File: src/rtl/rr_arb_mux_if.sv
// Handshake bundle for rr_arb_mux: N producer streams in, one registered stream out.
// The slave modport is the arbiter's view, the master modport is the surrounding system's.
interface rr_arb_mux_if #(
    parameter int WIDTH    = 8,
    parameter int CHANNELS = 4
);
    localparam int SELW = (CHANNELS > 1) ? $clog2(CHANNELS) : 1;

    logic                       MODE;
    logic [CHANNELS*WIDTH-1:0]  IN_DATA;
    logic [CHANNELS-1:0]        IN_VALID;
    logic [CHANNELS-1:0]        IN_READY;
    logic [WIDTH-1:0]           OUT_DATA;
    logic [SELW-1:0]            OUT_SEL;
    logic                       OUT_VALID;
    logic                       OUT_READY;

    modport slave (
        input  MODE, IN_DATA, IN_VALID, OUT_READY,
        output IN_READY, OUT_DATA, OUT_SEL, OUT_VALID
    );

    modport master (
        output MODE, IN_DATA, IN_VALID, OUT_READY,
        input  IN_READY, OUT_DATA, OUT_SEL, OUT_VALID
    );
endinterface

File: src/rtl/rr_arb_mux.sv
// Arbitrating N:1 multiplexer with a single-entry registered output stage.
// MODE=0 selects round-robin starting at ptr_q, MODE=1 selects the lowest valid index.
module rr_arb_mux #(
    parameter int WIDTH    = 8,
    parameter int CHANNELS = 4
) (
    input  logic        CLK,
    input  logic        RST_N,
    rr_arb_mux_if.slave bus
);
    localparam int SELW = (CHANNELS > 1) ? $clog2(CHANNELS) : 1;

    logic [WIDTH-1:0] out_data_q;
    logic [SELW-1:0]  out_sel_q;
    logic             out_valid_q;
    logic [SELW-1:0]  ptr_q;

    logic             load_en;
    logic             grant_valid;
    logic [SELW-1:0]  grant_idx;
    logic [WIDTH-1:0] grant_data;
    logic             xfer;
    int               idx;

    // The output stage may take a new word when empty or when it drains this cycle.
    assign load_en = !out_valid_q || bus.OUT_READY;
    assign xfer    = RST_N && load_en && grant_valid;

    // Grant search: start at ptr_q (round-robin) or 0 (fixed), wrap at CHANNELS.
    always_comb begin
        // NOTE: every output of a combinational block gets a default first, so no path leaves it unassigned and infers a latch.
        grant_valid = 1'b0;
        grant_idx   = '0;
        grant_data  = '0;
        idx         = 0;
        for (int k = 0; k < CHANNELS; k++) begin
            idx = bus.MODE ? k : int'(ptr_q) + k;
            // ptr_q < CHANNELS and k < CHANNELS, so one subtraction always wraps into range.
            if (idx >= CHANNELS) idx = idx - CHANNELS;
            if (!grant_valid && bus.IN_VALID[idx]) begin
                grant_valid = 1'b1;
                grant_idx   = SELW'(idx);
                grant_data  = bus.IN_DATA[idx*WIDTH +: WIDTH];
            end
        end
    end

    // One-hot ready toward the winning producer; held low during reset and stalls.
    always_comb begin
        bus.IN_READY = '0;
        for (int i = 0; i < CHANNELS; i++) begin
            bus.IN_READY[i] = xfer && (grant_idx == SELW'(i));
        end
    end

    // Output stage and round-robin pointer.
    always_ff @(posedge CLK) begin
        // NOTE: state registers use non-blocking assignments so every flop samples pre-edge values regardless of statement order.
        if (!RST_N) begin
            out_data_q  <= '0;
            out_sel_q   <= '0;
            out_valid_q <= 1'b0;
            ptr_q       <= '0;
        end else if (xfer) begin
            out_data_q  <= grant_data;
            out_sel_q   <= grant_idx;
            out_valid_q <= 1'b1;
            if (!bus.MODE) begin
                if (grant_idx == SELW'(CHANNELS - 1)) ptr_q <= '0;
                else                                  ptr_q <= grant_idx + 1'b1;
            end
        end else if (load_en) begin
            // Drained with nothing to replace it: data and index keep their last values.
            out_valid_q <= 1'b0;
        end
    end

    assign bus.OUT_DATA  = out_data_q;
    assign bus.OUT_SEL   = out_sel_q;
    assign bus.OUT_VALID = out_valid_q;
endmodule

File: src/flat_wrapper.sv
// flat-port wrapper written by rule: the top's interface ports become plain ports
module rr_arb_mux_flat 
#(
    parameter int WIDTH    = 8,
    parameter int CHANNELS = 4
)
  (CLK, RST_N, bus_MODE, bus_IN_DATA, bus_IN_VALID, bus_OUT_READY, bus_IN_READY, bus_OUT_DATA, bus_OUT_SEL, bus_OUT_VALID);
  rr_arb_mux_if #(.WIDTH(WIDTH), .CHANNELS(CHANNELS)) bus_i ();
  input  logic CLK;
  input  logic RST_N;
  input wire logic [$bits(bus_i.MODE)-1:0] bus_MODE;
  input wire logic [$bits(bus_i.IN_DATA)-1:0] bus_IN_DATA;
  input wire logic [$bits(bus_i.IN_VALID)-1:0] bus_IN_VALID;
  input wire logic [$bits(bus_i.OUT_READY)-1:0] bus_OUT_READY;
  output wire logic [$bits(bus_i.IN_READY)-1:0] bus_IN_READY;
  output wire logic [$bits(bus_i.OUT_DATA)-1:0] bus_OUT_DATA;
  output wire logic [$bits(bus_i.OUT_SEL)-1:0] bus_OUT_SEL;
  output wire logic [$bits(bus_i.OUT_VALID)-1:0] bus_OUT_VALID;
  assign bus_i.MODE = bus_MODE;
  assign bus_i.IN_DATA = bus_IN_DATA;
  assign bus_i.IN_VALID = bus_IN_VALID;
  assign bus_i.OUT_READY = bus_OUT_READY;
  assign bus_IN_READY = bus_i.IN_READY;
  assign bus_OUT_DATA = bus_i.OUT_DATA;
  assign bus_OUT_SEL = bus_i.OUT_SEL;
  assign bus_OUT_VALID = bus_i.OUT_VALID;
  rr_arb_mux #(.WIDTH(WIDTH), .CHANNELS(CHANNELS)) u_core (.CLK(CLK), .RST_N(RST_N), .bus(bus_i));
endmodule
File: config.mk
export PLATFORM = sky130hd
export DESIGN_NAME = rr_arb_mux_flat
export DESIGN_NICKNAME = d
export VERILOG_FILES = /design/src/rtl/rr_arb_mux_if.sv /design/src/rtl/rr_arb_mux.sv /design/src/flat_wrapper.sv
export SDC_FILE = /design/constraint.sdc
export NUM_CORES = 1
export LEC_CHECK = 0
export ABC_AREA = 1
export BUFFER_PORTS_ARGS = -buffer_cell sky130_fd_sc_hd__buf_4
export CAP_MARGIN = 10
export CORE_MARGIN = 4
export CORE_UTILIZATION = 48
export DETAILED_ROUTE_END_ITERATION = 8
export PLACE_DENSITY = 0.81
export RECOVER_POWER = 25
export SKIP_LAST_GASP = 1
export SLEW_MARGIN = 20
export SYNTH_ARGS = -nofsm -noshare
export SYNTH_HDL_FRONTEND = slang
export SYNTH_SLANG_ARGS = --single-unit
File: constraint.sdc
create_clock -name CLK -period 2.1 [get_ports CLK]
set_clock_uncertainty 0.05 [all_clocks]
set_input_delay 0.105 -clock CLK [delete_from_list [all_inputs] [get_ports CLK]]
set_output_delay 0.105 -clock CLK [all_outputs]
set_load 0.005 [all_outputs]
Word-level counts from Yosys, hierarchy flattened
Cells that the tools add are included.
- register bits after elaboration: 13
- add/subtract/negate cells: 8
- $lt $le $gt $ge: 8
- equality and inequality tests: 3
- shift operators: 4
- multiplexer cells: 35
- bitwise logic cells: 1
- reductions and logical operators: 17
- operators by type and width (cell ; number):
    $mux 32 ; 7
    $ge 32x4->1 const B ; 4
    $lt 32x4->1 const B ; 4
    $shiftx 32x32->8 ; 4
    $sub 32x4->32 const B ; 4
    $mux 8 ; 4
    $mux 1 ; 14
    $mux 2 ; 6
    $logic_and 1x1->1 ; 9
    $bmux 1 s2 ; 4
    $add 2x2->3 const B ; 2
    $eq 2x2->1 const B ; 2
    $logic_not 1->1 ; 4
    $add 2x1->3 const B ; 1
    $add 2x1->2 const B ; 1
    $eq 2x1->1 const B ; 1
    $logic_not 2->1 ; 1
    $reduce_and 2->1 ; 1
    $reduce_bool 2->1 ; 1
    $logic_or 1x1->1 ; 1
    $not 1->1 ; 1

Depth between registers and ports, before layout
Gate-level depths: netlist (run 1).
- word-level depth: 18
- depth in mapped cells: 16
- mapped depth without buffers: 16

Worst setup path before layout (run 1)
No wires, ideal clock.
- path kind: flip-flop to flip-flop
- start point: register u_core.ptr_q[0]
- end point: register u_core.ptr_q[1]
- library setup time: 0.116 ns
- arrival time: 2.154 ns
- path slack: -0.220 ns
- stages on the path, launching flop included: 16
- path buffers: 1
- clock period less this slack: 2.320 ns
- cell sequence: dfxtp_1 > inv_1 > ha_1 > inv_1 > nor2_1 > buf_2 > nand3_1 > nand2_1 > nand4_1 > nand2_1 > nand2_1 > nand2_1 > inv_1 > ha_1 > nand3_1 > a21oi_1
- word-level cells in the longest chain between the ends: 18
- RTL lines (what ; line ; source):
    start, declared ; rr_arb_mux.sv:16 ; logic [SELW-1:0] ptr_q;
    start signal, assigned ; rr_arb_mux.sv:70 ; else ptr_q <= grant_idx + 1'b1;
    branches (longest 15 deep; another with $sub 32x4->32) ; n/a ;
    $mux 2 (*) ; rr_arb_mux.sv:40 ; if (!grant_valid && bus.IN_VALID[idx]) begin
    named net u_core.grant_idx[0] ; rr_arb_mux.sv:20 ; logic [SELW-1:0] grant_idx;
    $add 2x1->2 / $eq 2x2->1 (equally long branches) ; rr_arb_mux.sv:70, rr_arb_mux.sv:69 ;
    $mux 2 (*) ; rr_arb_mux.sv:69 ; if (grant_idx == SELW'(CHANNELS - 1)) ptr_q <= '0;
Mark *: on every way through the listed nets, which the timed path passes. The select of a mux whose other input is x is not followed.
A chain may end at the register's enable or synchronous reset.

Worst setup path in the final report (run 1)
- start point: register u_core.ptr_q[0]
- end point: output bus_IN_READY[3]
- word-level cells in the longest chain between the ends: 18
- RTL lines (what ; line ; source):
    branches (longest 15 deep; another with $sub 32x4->32) ; n/a ;
    $mux 2 (*) ; rr_arb_mux.sv:40 ;
    named net u_core.grant_idx[0] ; rr_arb_mux.sv:20 ;
    $eq 2x2->1 (*) ; rr_arb_mux.sv:52 ; bus.IN_READY[i] = xfer && (grant_idx == SELW'(i));
    $logic_and 1x1->1 (*) ; rr_arb_mux.sv:52 ;
    end, declared ; flat_wrapper.sv:15 ; output wire logic [$bits(bus_i.IN_READY)-1:0] bus_IN_READY;
Marks and branches as above.

==> results of run 1 <==
==> registers in the layout, indices dropped and copies added, names as in the netlist <==
signal                count
u_core.bus.OUT_DATA       8
u_core.bus.OUT_SEL        2
u_core.ptr_q              2
u_core.bus.OUT_VALID      1
==> kinds of logic (layout without fill, tap and decap cells) <==
| group | count (synthesis) | in the layout | share of synthesized area, % |
|---|---|---|---|
| AOI/OAI and AO/OA | 22 | 22 | 5.85 |
| adders and majority gates | 5 | 5 | 3.33 |
| and+or+nand+nor | 277 | 277 | 63.2 |
| DFF | 13 | 13 | 13.8 |
| buffers and inverters | 56 | 135 | 13.2 |
| muxes | 1 | 1 | 0.532 |
==> cells in the final DEF (no fill, tap or decap), types with 2 or more instances in the layout <==
| cell | synthesis | final |
|---|---|---|
| buf_4 | 1 | 83 |
| buf_6 | 3 | 5 |
| clkbuf_4 | 0 | 3 |
| clkbuf_8 | 0 | 3 |
| dfxtp_1 | 13 | 11 |
| ha_4 | 0 | 5 |
| inv_1 | 33 | 24 |
| inv_2 | 5 | 9 |
| inv_4 | 1 | 5 |
| nand2_1 | 160 | 149 |
| nand2_2 | 6 | 9 |
| nand2_4 | 0 | 8 |
| nand3_1 | 69 | 63 |
| nand3_2 | 1 | 5 |
| nand3_4 | 1 | 3 |
| nand4_1 | 2 | 2 |
| nor2_1 | 35 | 31 |
| nor2_2 | 0 | 3 |
| nor2_4 | 3 | 4 |
| o21ai_0 | 13 | 10 |
| o21ai_1 | 8 | 10 |
==> timing repair <==
action,in CTS,in global routing
pin swaps,15,21
resized for setup,23,34
setup endpoints to repair,5,15
setup buffers,11,9
==> metal layers <==
metal	wire length, um	GRT usage, %
met1	2770	31.2
met2	3630	44.6
met3	446	5.11
met4	323	7.52
met5	0	0
==> metrics by stage <==
step / cell area (um^2) / setup WS (ns) / power, mW / setup TNS, ns
final: 2830 / -0.507 / 1.46 / -2.75
after global routing: 2830 / -0.562 / 1.57 / -3.89
after floorplan: 1920 / -0.00226 / 0.742 / -0.00226
after global placement: 2450 / -0.0231 / 0.988 / -0.0231
after detailed placement: 2450 / -0.0858 / 1.00 / -0.219
after CTS: 2670 / -0.191 / 1.31 / -0.740
==> synthesized netlist by cell type, types with 2 or more instances <==
| cell type | number |
|---|---|
| nor2_1 | 35 |
| o21ai_1 | 8 |
| nand4_1 | 2 |
| ha_1 | 5 |
| buf_2 | 8 |
| dfxtp_1 | 13 |
| nand2_1 | 160 |
| nor2_4 | 3 |
| nand2_2 | 6 |
| buf_6 | 3 |
| inv_1 | 33 |
| o21ai_0 | 13 |
| nand3_1 | 69 |
| inv_2 | 5 |
| clkbuf_1 | 4 |
==> worst max-delay path: cells and delay by family, from the launching register on <==
kind                       cells  cell delay [ns]
adders and majority gates      2             0.43
and+or+nand+nor                8             0.86
DFF                            1             0.37
buffers and inverters          7             0.52
==> how the worst max path moves through the flow <==
stage                     from         endpoint  slack (ns)  cells past startpoint
2_1_floorplan  u_core.ptr_q[0]  u_core.ptr_q[1]      -0.002                     14
3_3_place_gp   u_core.ptr_q[1]  u_core.ptr_q[1]       -0.02                     16
3_5_place_dp   u_core.ptr_q[1]  u_core.ptr_q[1]       -0.09                     16
4_1_cts        u_core.ptr_q[0]  bus_IN_READY[2]       -0.19                     16
5_1_grt        u_core.ptr_q[0]  bus_IN_READY[1]       -0.56                     17
6_report       u_core.ptr_q[0]  bus_IN_READY[3]       -0.51                     17
==> power by group <==
part           internal [mW]  leakage, nW  switching, mW
Sequential             0.288        0.110         0.0228
Combinational          0.405         1.44          0.512
Clock                  0.131       0.0255          0.103
Total                  0.825         1.57          0.638
==> layout make-up <==
type                    count  area, um^2  share of cell area [%]
well taps                  48        60.1                    2.12
flip-flops and latches     13         265                    9.38
clock inverters             1        5.00                   0.177
clock buffers               3        41.3                    1.46
repair buffers             92         722                    25.5
inverters                  39         164                    5.80
multi-input cells         305        1570                    55.5
==> results.json, run 1 <==
{
  "status": "complete, but fails checks",
  "violations": "negative setup slack",
  "cp_slowest_stage_delay_ns": 0.37,
  "r2r-start": "u_core.ptr_q[0]",
  "placedCellCount": 480,
  "synth_top_cell_area_share_pct": 31.9,
  "max_freq_mhz": 384,
  "p_leak_nw": 1.57,
  "overflow": 0,
  "drc_errors": 0,
  "path_class": "reg -> out",
  "firstDrtPassIters": 5,
  "root_buffer": "clkbuf_8",
  "cp-end-kind": "primary output",
  "min_path_cells": 3,
  "wl_per_cell_um": 14.3,
  "cp-start-kind": "flop",
  "cts.htree.levels": 1,
  "stdcell_count": 501,
  "synth_cell_types": 22,
  "hold_start": "RST_N",
  "die_area_um2": 4980,
  "synth_top_area_cell": "nand2_1",
  "vias": 2732,
  "p_per_area_nw_per_um2": 517,
  "die_w_um": 70.6,
  "crit_arrival_ns": 2.45,
  "ant_nets": 0,
  "synth_flop_cell": "dfxtp_1",
  "reg2reg_slack_ns": -0.33,
  "hold_end": "u_core.ptr_q[0]",
  "clkSinkCount": 13,
  "cp_max_fo": 5,
  "crit_chain": "inv_4, ha_4, inv_4, nor2_4, buf_6, buf_6, nand3_4, nand2_4, nand4_1, nand2_1, nand2_2, nand2_4, inv_4, ha_4, inv_2, nor2_2, buf_4",
  "clk_pin_slew_ns": 0.06,
  "area.growth.synth_to_final_pct": 50.3,
  "io_buffers": 54,
  "viasPerCell": 5.45,
  "gp_congestion": 0.906,
  "core_area_um2": 3720,
  "antenna_cells": 0,
  "io_pins": 55,
  "die_h_um": 70.6,
  "period_share_pct": 124,
  "yosysWarnings": 0,
  "r2r_cells": 16,
  "worst-endpoint-required_ns": 1.95,
  "slew_viol_final": 0,
  "fin_util_pct": 76.1,
  "finalSetupViolCount": 14,
  "grtUsageTotal_pct": 25.3,
  "grt_pass1_wl_um": 10600,
  "setup_ws_ns": -0.507,
  "routed_wl_um": 7170,
  "slew_headroom_pct": 75.6,
  "initial_utilization_pct": 50.6,
  "syn_inst": 374,
  "ctsHoldBuffers": 0,
  "async_flop_share_pct": 0,
  "timing.final.crit_period_ns": 2.61,
  "tightest_slew_ns": 0.364,
  "synth_edf_count": 0,
  "cts_tree": "yes",
  "cp_slowest_cell": "dfxtp_4",
  "drive_gt1_share_pct": 33.6,
  "rsz0062_at_grt": "true",
  "hold_viol": 0,
  "grt_pass1_vias": 2352,
  "final_nets": 499,
  "vdd_drop_max_v": 0.000317,
  "grt_max_degree": 34,
  "cts_buffers": 3,
  "clock_latency_ns": 0.25,
  "fill_cells": 271,
  "std_cell_rows": 22,
  "cts_max_path_buffers": 2,
  "max-cap-violations": 0,
  "antenna_found_initial": 0,
  "synth_nets": 419,
  "syn_area_per_cell_um2": 5.03,
  "ys_seq_elements": 13,
  "synth_area_leaders": "nand2_1 (32%), nand3_1 (18%), dfxtp_1 (14%), nor2_1 (7.0%), inv_1 (6.6%)",
  "r2r_end": "u_core.ptr_q[1]",
  "netlist_area_um2": 1880,
  "hp-class": "in -> reg",
  "yosysSeqAreaShare_pct": 13.8,
  "place_hpwl_um": 4240,
  "timing.hold.ws_ns": 0.115,
  "crit_top_cell": "inv_4",
  "drtIter0Drc": 288
}
Power figures use the tool's default switching activity.
==> inputs of run 2 (changes only) <==
--- a/config.mk
+++ b/config.mk
@@ -9,9 +9,9 @@
 export BUFFER_PORTS_ARGS = -buffer_cell sky130_fd_sc_hd__buf_4
 export CAP_MARGIN = 10
 export CORE_MARGIN = 4
-export CORE_UTILIZATION = 48
+export CORE_UTILIZATION = 45
 export DETAILED_ROUTE_END_ITERATION = 8
-export PLACE_DENSITY = 0.81
+export PLACE_DENSITY = 0.77
 export RECOVER_POWER = 25
 export SKIP_LAST_GASP = 1
 export SLEW_MARGIN = 20
==> run 2 against run 1 <==
Against the previous run: final cell count grew 2.8%; the flow still finishes with violations (negative setup slack); critical path depth unchanged; clock-buffer cell count stayed put; core utilization down 1.5 points; power rose by 6.6%; via count up 3.8%; routed wire length up 3.6%.
==> results.json, run 2 (synthesized netlist as in run 1, its figures left out) <==
{
  "area.growth.synth_to_final_pct": 59.7,
  "clkSinkCount": 13,
  "antenna_cells": 0,
  "cp-start-kind": "flop",
  "place_ws_ns": -0.0771,
  "overflow": 0,
  "place_hpwl_um": 4410,
  "period_share_pct": 119,
  "placedCellCount": 490,
  "max-cap-violations": 0,
  "crit_start": "u_core.ptr_q[1]",
  "grtUsageTotal_pct": 25.2,
  "timing.final.crit_period_ns": 2.50,
  "viasPerCell": 5.51,
  "status": "complete, but fails checks",
  "final_cell_mix": "nand2_1 (146), buf_4 (90), nand3_1 (59), nor2_1 (29), inv_1 (24)",
  "hp-class": "in -> reg",
  "timing.hold.ws_ns": 0.125,
  "io_buffers": 54,
  "cts_buffers": 3,
  "grt_max_degree": 24,
  "setup_ws_ns": -0.397,
  "io_pins": 55,
  "wl_per_cell_um": 14.4,
  "clock_latency_ns": 0.25,
  "cp-end-kind": "primary output",
  "ant_nets": 0,
  "hold_start": "bus_OUT_READY",
  "min_path_cells": 4,
  "die_h_um": 72.6,
  "tightest_slew_ns": 0.419,
  "vdd_drop_max_v": 0.000245,
  "max_freq_mhz": 401,
  "worst-endpoint-required_ns": 1.95,
  "slew_viol_final": 0,
  "final_nets": 511,
  "ctsHoldBuffers": 0,
  "finalSetupViolCount": 15,
  "antenna_found_initial": 0,
  "violations": "negative setup slack",
  "initial_utilization_pct": 46.7,
  "drc_errors": 0,
  "cp_max_fo": 4,
  "gp_congestion": 0.868,
  "drtIter0Drc": 332,
  "cts.htree.levels": 1,
  "r2r-start": "u_core.ptr_q[1]",
  "setup_tns_ns": -2.51,
  "drive_gt1_share_pct": 37.4,
  "grt_pass1_wl_um": 10900,
  "hold_viol": 0,
  "die_w_um": 72.6,
  "vias": 2837,
  "routed_wl_um": 7430,
  "p_per_area_nw_per_um2": 519,
  "largest_reg_flops": 8,
  "crit_arrival_ns": 2.34,
  "cts_tree": "yes",
  "die_area_um2": 5280,
  "stdcell_count": 515,
  "p_leak_nw": 1.67,
  "std_cell_rows": 23,
  "firstDrtPassIters": 5,
  "final_common_cell": "nand2_1",
  "clk_pin_slew_ns": 0.06,
  "grt_pass1_vias": 2507,
  "root_buffer": "clkbuf_8",
  "core_area_um2": 4030,
  "rsz0062_at_grt": "true",
  "fin_util_pct": 74.5,
  "path_class": "reg -> out",
  "slew_headroom_pct": 72.0,
  "cts_max_path_buffers": 2,
  "r2r_cells": 18
}
[run 2: timing repair]
| action | 4_1_cts | 5_1_grt |
|---|---|---|
| gates cloned | 0 | 1 |
| gates resized for setup | 35 | 38 |
| pin swaps | 22 | 24 |
| endpoints found under the setup margin | 5 | 16 |
| setup buffers | 22 | 8 |
[run 2: where the power goes]
group          total [mW]  leakage (nW)  switching (mW)  internal (mW)
sequential          0.311         0.110          0.0224          0.288
combinational        1.02          1.53           0.549          0.466
clock               0.233        0.0255           0.102          0.132
total                1.56          1.67           0.673          0.886
[run 2: final timing paths]
check                          end  slack [ns]
max                bus_IN_READY[2]       -0.40
min           u_core.bus.OUT_VALID        0.13
max reg2reg  u_core.bus.OUT_SEL[1]       -0.22
min reg2reg  u_core.bus.OUT_SEL[0]        0.43
[run 2: area by class of cell]
| class | instances | area [um^2] |
|---|---|---|
| clock buffer | 3 | 41.3 |
| clock inverter | 1 | 5.00 |
| fill | 305 | 1030 |
| inverter | 39 | 161 |
| multi-input combinational | 305 | 1620 |
| sequential | 13 | 265 |
| tap | 50 | 62.6 |
| timing repair buffer | 104 | 848 |
[run 2: layer usage]
metal	global-route usage, %	vias up	routed length (um)
met5	0	-	0
met4	10.9	0	327
met3	4.82	45	694
met2	42.6	181	3600
met1	31.0	1256	2800
li1	-	1355	-
[run 2: critical path, cell delays in order, from the launching register on]
cell and delay, ns:
dfxtp_2 0.35, inv_2 0.06, ha_4 0.28, inv_2 0.04, nor2_4 0.12, nand3_2 0.11
nand2_4 0.14, buf_6 0.11, nand2_2 0.06, nor2_2 0.11, nor2_2 0.05, nand2_2 0.09
nand2_4 0.09, inv_4 0.10, ha_4 0.13, inv_2 0.03, nor2_2 0.10, buf_4 0.11
[run 2: metrics by stage]
step	power, mW	instance area [um^2]
floorplan	0.742	1920
global placement	1.01	2510
detailed placement	1.03	2510
CTS	1.43	2860
global route	1.66	3000
finish	1.56	3000
==> inputs of run 3 (changes only) <==
--- a/config.mk
+++ b/config.mk
@@ -5,13 +5,12 @@
 export SDC_FILE = /design/constraint.sdc
 export NUM_CORES = 1
 export LEC_CHECK = 0
-export ABC_AREA = 1
-export BUFFER_PORTS_ARGS = -buffer_cell sky130_fd_sc_hd__buf_4
 export CAP_MARGIN = 10
 export CORE_MARGIN = 4
 export CORE_UTILIZATION = 45
 export DETAILED_ROUTE_END_ITERATION = 8
-export PLACE_DENSITY = 0.77
+export DONT_BUFFER_PORTS = 1
+export PLACE_DENSITY = 0.63
 export RECOVER_POWER = 25
 export SKIP_LAST_GASP = 1
 export SLEW_MARGIN = 20
==> constraint.sdc (replaced) <==
create_clock -name CLK -period 2.5 [get_ports CLK]
set_clock_uncertainty 0.05 [all_clocks]
set_input_delay 0.125 -clock CLK [delete_from_list [all_inputs] [get_ports CLK]]
set_output_delay 0.125 -clock CLK [all_outputs]
set_load 0.005 [all_outputs]
==> run 3 against run 2 <==
Against the previous run: the run still ends with negative setup slack left; final cell count shrank 40%; design area down 17%; flip-flop and latch count unchanged; critical path depth down 8; synthesized cell count decreased by 37%; global-route usage down 4.5 points; combinational power fell by 53%; core utilization decreased by 22 points; sequential share of layout area up 1.7 points; setup slack better by 0.39 ns; clock-buffer cell count is 1 higher; area after synthesis is 18% higher.
==> results.json, run 3 <==
{
  "p_leak_nw": 0.887,
  "synth_edf_count": 0,
  "crit_arrival_ns": 2.33,
  "slew_viol_final": 0,
  "std_cell_rows": 25,
  "synthAdderAreaFrac_pct": 2.82,
  "cts.htree.levels": 1,
  "synthXorXnorAreaFrac_pct": 0,
  "synth_nets": 281,
  "io_buffers": 0,
  "wl_per_cell_um": 20.8,
  "cp_max_fo": 4,
  "viasPerCell": 6.58,
  "status": "complete, but fails checks",
  "cts_tree": "yes",
  "wl_met3_um": 536,
  "period_share_pct": 100,
  "drive_gt1_share_pct": 32.8,
  "p_per_area_nw_per_um2": 380,
  "setup_tns_ns": -0.00554,
  "wl_met1_um": 2690,
  "ys_seq_elements": 13,
  "drc_errors": 0,
  "hold_end": "u_core.ptr_q[0]",
  "final_cell_mix": "buf_4 (23), mux2i_1 (19), nand3_1 (18), o211ai_1 (17), mux4_2 (14)",
  "die_w_um": 78.2,
  "slew_headroom_pct": 58.3,
  "grtUsageTotal_pct": 20.7,
  "final_nets": 287,
  "cp-start-kind": "flop",
  "drtIter0Drc": 297,
  "syn_inst": 236,
  "rsz0062_at_grt": "true",
  "yosysMostFrequentCell": "mux2i_1",
  "io_pins": 55,
  "grt_pass1_vias": 1963,
  "root_buffer": "clkbuf_8",
  "max_freq_mhz": 399,
  "violations": "negative setup slack",
  "tightest_slew_ns": 0.619,
  "min_path_cells": 2,
  "final_common_cell": "buf_4",
  "synth_top_cell_area_share_pct": 14.2,
  "synth_flop_cell": "dfxtp_1",
  "timing.final.crit_period_ns": 2.51,
  "r2r-start": "u_core.ptr_q[1]",
  "setup_ws_ns": -0.00554,
  "wl_met2_um": 3070,
  "synth_top_area_cell": "mux4_2",
  "place_hpwl_um": 4450,
  "worst-endpoint-required_ns": 2.33,
  "firstDrtPassIters": 5,
  "yosysWarnings": 0,
  "hold_start": "bus_MODE",
  "clkSinkCount": 13,
  "overflow": 0,
  "grt_max_degree": 23,
  "max-cap-violations": 0,
  "die_area_um2": 6110,
  "core_area_um2": 4750,
  "cts_buffers": 3,
  "synth-compound-area-share_pct": 18.7,
  "area.growth.synth_to_final_pct": 12.3,
  "grt_pass1_wl_um": 10100,
  "largest_reg_flops": 8,
  "synth_cell_types": 51,
  "die_h_um": 78.2,
  "ant_nets": 0,
  "vdd_drop_max_v": 0.000195,
  "finalSetupViolCount": 1,
  "synth_top_family_by_area": "multiplexers",
  "routed_wl_um": 6410,
  "cp-end-kind": "primary output",
  "yosysSeqAreaShare_pct": 11.7,
  "vias": 2027,
  "antenna_cells": 0,
  "reg2reg_slack_ns": 0.11,
  "path_class": "reg -> out",
  "clock_latency_ns": 0.25,
  "initial_utilization_pct": 46.6,
  "synth_area_leaders": "mux4_2 (14%), dfxtp_1 (12%), mux2i_1 (8.6%), o211ai_1 (5.8%), mux4_1 (4.7%)",
  "async_flop_share_pct": 0,
  "synth-simple-area-share_pct": 24.8,
  "hold_viol": 0,
  "r2r_cells": 10,
  "gp_congestion": 0.809,
  "r2r_end": "u_core.bus.OUT_DATA[6]",
  "hp-class": "in -> reg",
  "clk_pin_slew_ns": 0.06,
  "stdcell_count": 308,
  "antenna_found_initial": 0,
  "cts_max_path_buffers": 2,
  "synth_mux_area_share_pct": 31.6,
  "placedCellCount": 294,
  "top_layer": "met4",
  "netlist_area_um2": 2220,
  "syn_area_per_cell_um2": 9.39,
  "synth_commonest_cells": "mux2i_1 (19), nand3_1 (18), o211ai_1 (17)"
}
## run 3: cell type report
cell class              count  area (um^2)
flip-flops and latches     13          263
well taps                  67         83.8
clock buffers               4         45.0
inverters                   6         32.5
fillers                   470         2270
repair buffers             27          225
multi-input cells         191         1840
## run 3: critical path: stages, from the launching register on
cell and delay (ns):
dfxtp_2 0.36, inv_4 0.05, ha_4 0.28, nor4b_4 0.05, a211o_1 0.30, o311a_1 0.31, o32a_4 0.41, inv_6 0.09
ha_4 0.11, and2_4 0.13
## run 3: kinds of logic after synthesis
logic type      Yosys count
flops                    13
fa+ha+maj                 5
compound gates           51
buf+inv                  32
simple gates             90
mux                      45
## run 3: timing repair
item / CTS / global route
cloned: 0 / 0
setup buffers: 2 / 7
pin swaps: 1 / 10
hold buffers: 1 / 0
endpoints found under the hold margin: 5 / 0
setup endpoints to repair: 4 / 5
gates resized for setup: 4 / 19
## run 3: worst max-delay path by stage
| stage | slack [ns] | end | cells past startpoint | start |
|---|---|---|---|---|
| finish | -0.006 | bus_IN_READY[3] | 9 | u_core.ptr_q[1] |
| global route | -0.07 | bus_IN_READY[3] | 9 | u_core.ptr_q[0] |
| CTS | 0.002 | bus_IN_READY[3] | 9 | u_core.ptr_q[1] |
| detailed placement | 0.06 | u_core.ptr_q[1] | 11 | u_core.ptr_q[1] |
| global placement | 0.09 | u_core.ptr_q[1] | 10 | u_core.ptr_q[1] |
| floorplan | 0.004 | u_core.ptr_q[1] | 13 | u_core.ptr_q[0] |
## run 3: per-stage QoR
stage / area (um^2) / hold slack (ns) / total power [mW] / utilization (%) / worst slack [ns]
finish: 2490 / 0.0655 / 0.944 / 52.3 / -0.00554
global route: 2490 / 0.0773 / 1.00 / 52.3 / -0.0727
CTS: 2350 / 0.0638 / 0.904 / 49.5 / 0.00187
detailed placement: 2280 / 0.221 / 0.690 / 47.9 / 0.0559
global placement: 2280 / 0.213 / 0.686 / 47.9 / 0.0858
floorplan: 2270 / 0.328 / 0.639 / - / 0.00443
## run 3: routing by layer
| metal | GRT usage [%] | vias up |
|---|---|---|
| li1 | - | 938 |
| met3 | 4.24 | 12 |
| met2 | 33.9 | 97 |
| met1 | 27.6 | 980 |
| met5 | 0 | - |
| met4 | 5.77 | 0 |
## run 3: report_power, final
group          total [mW]  switching, mW  internal [mW]  leakage (nW)
clock               0.201         0.0878          0.113        0.0228
combinational       0.483          0.231          0.253         0.756
sequential          0.260         0.0227          0.237         0.108
total               0.944          0.341          0.603         0.887
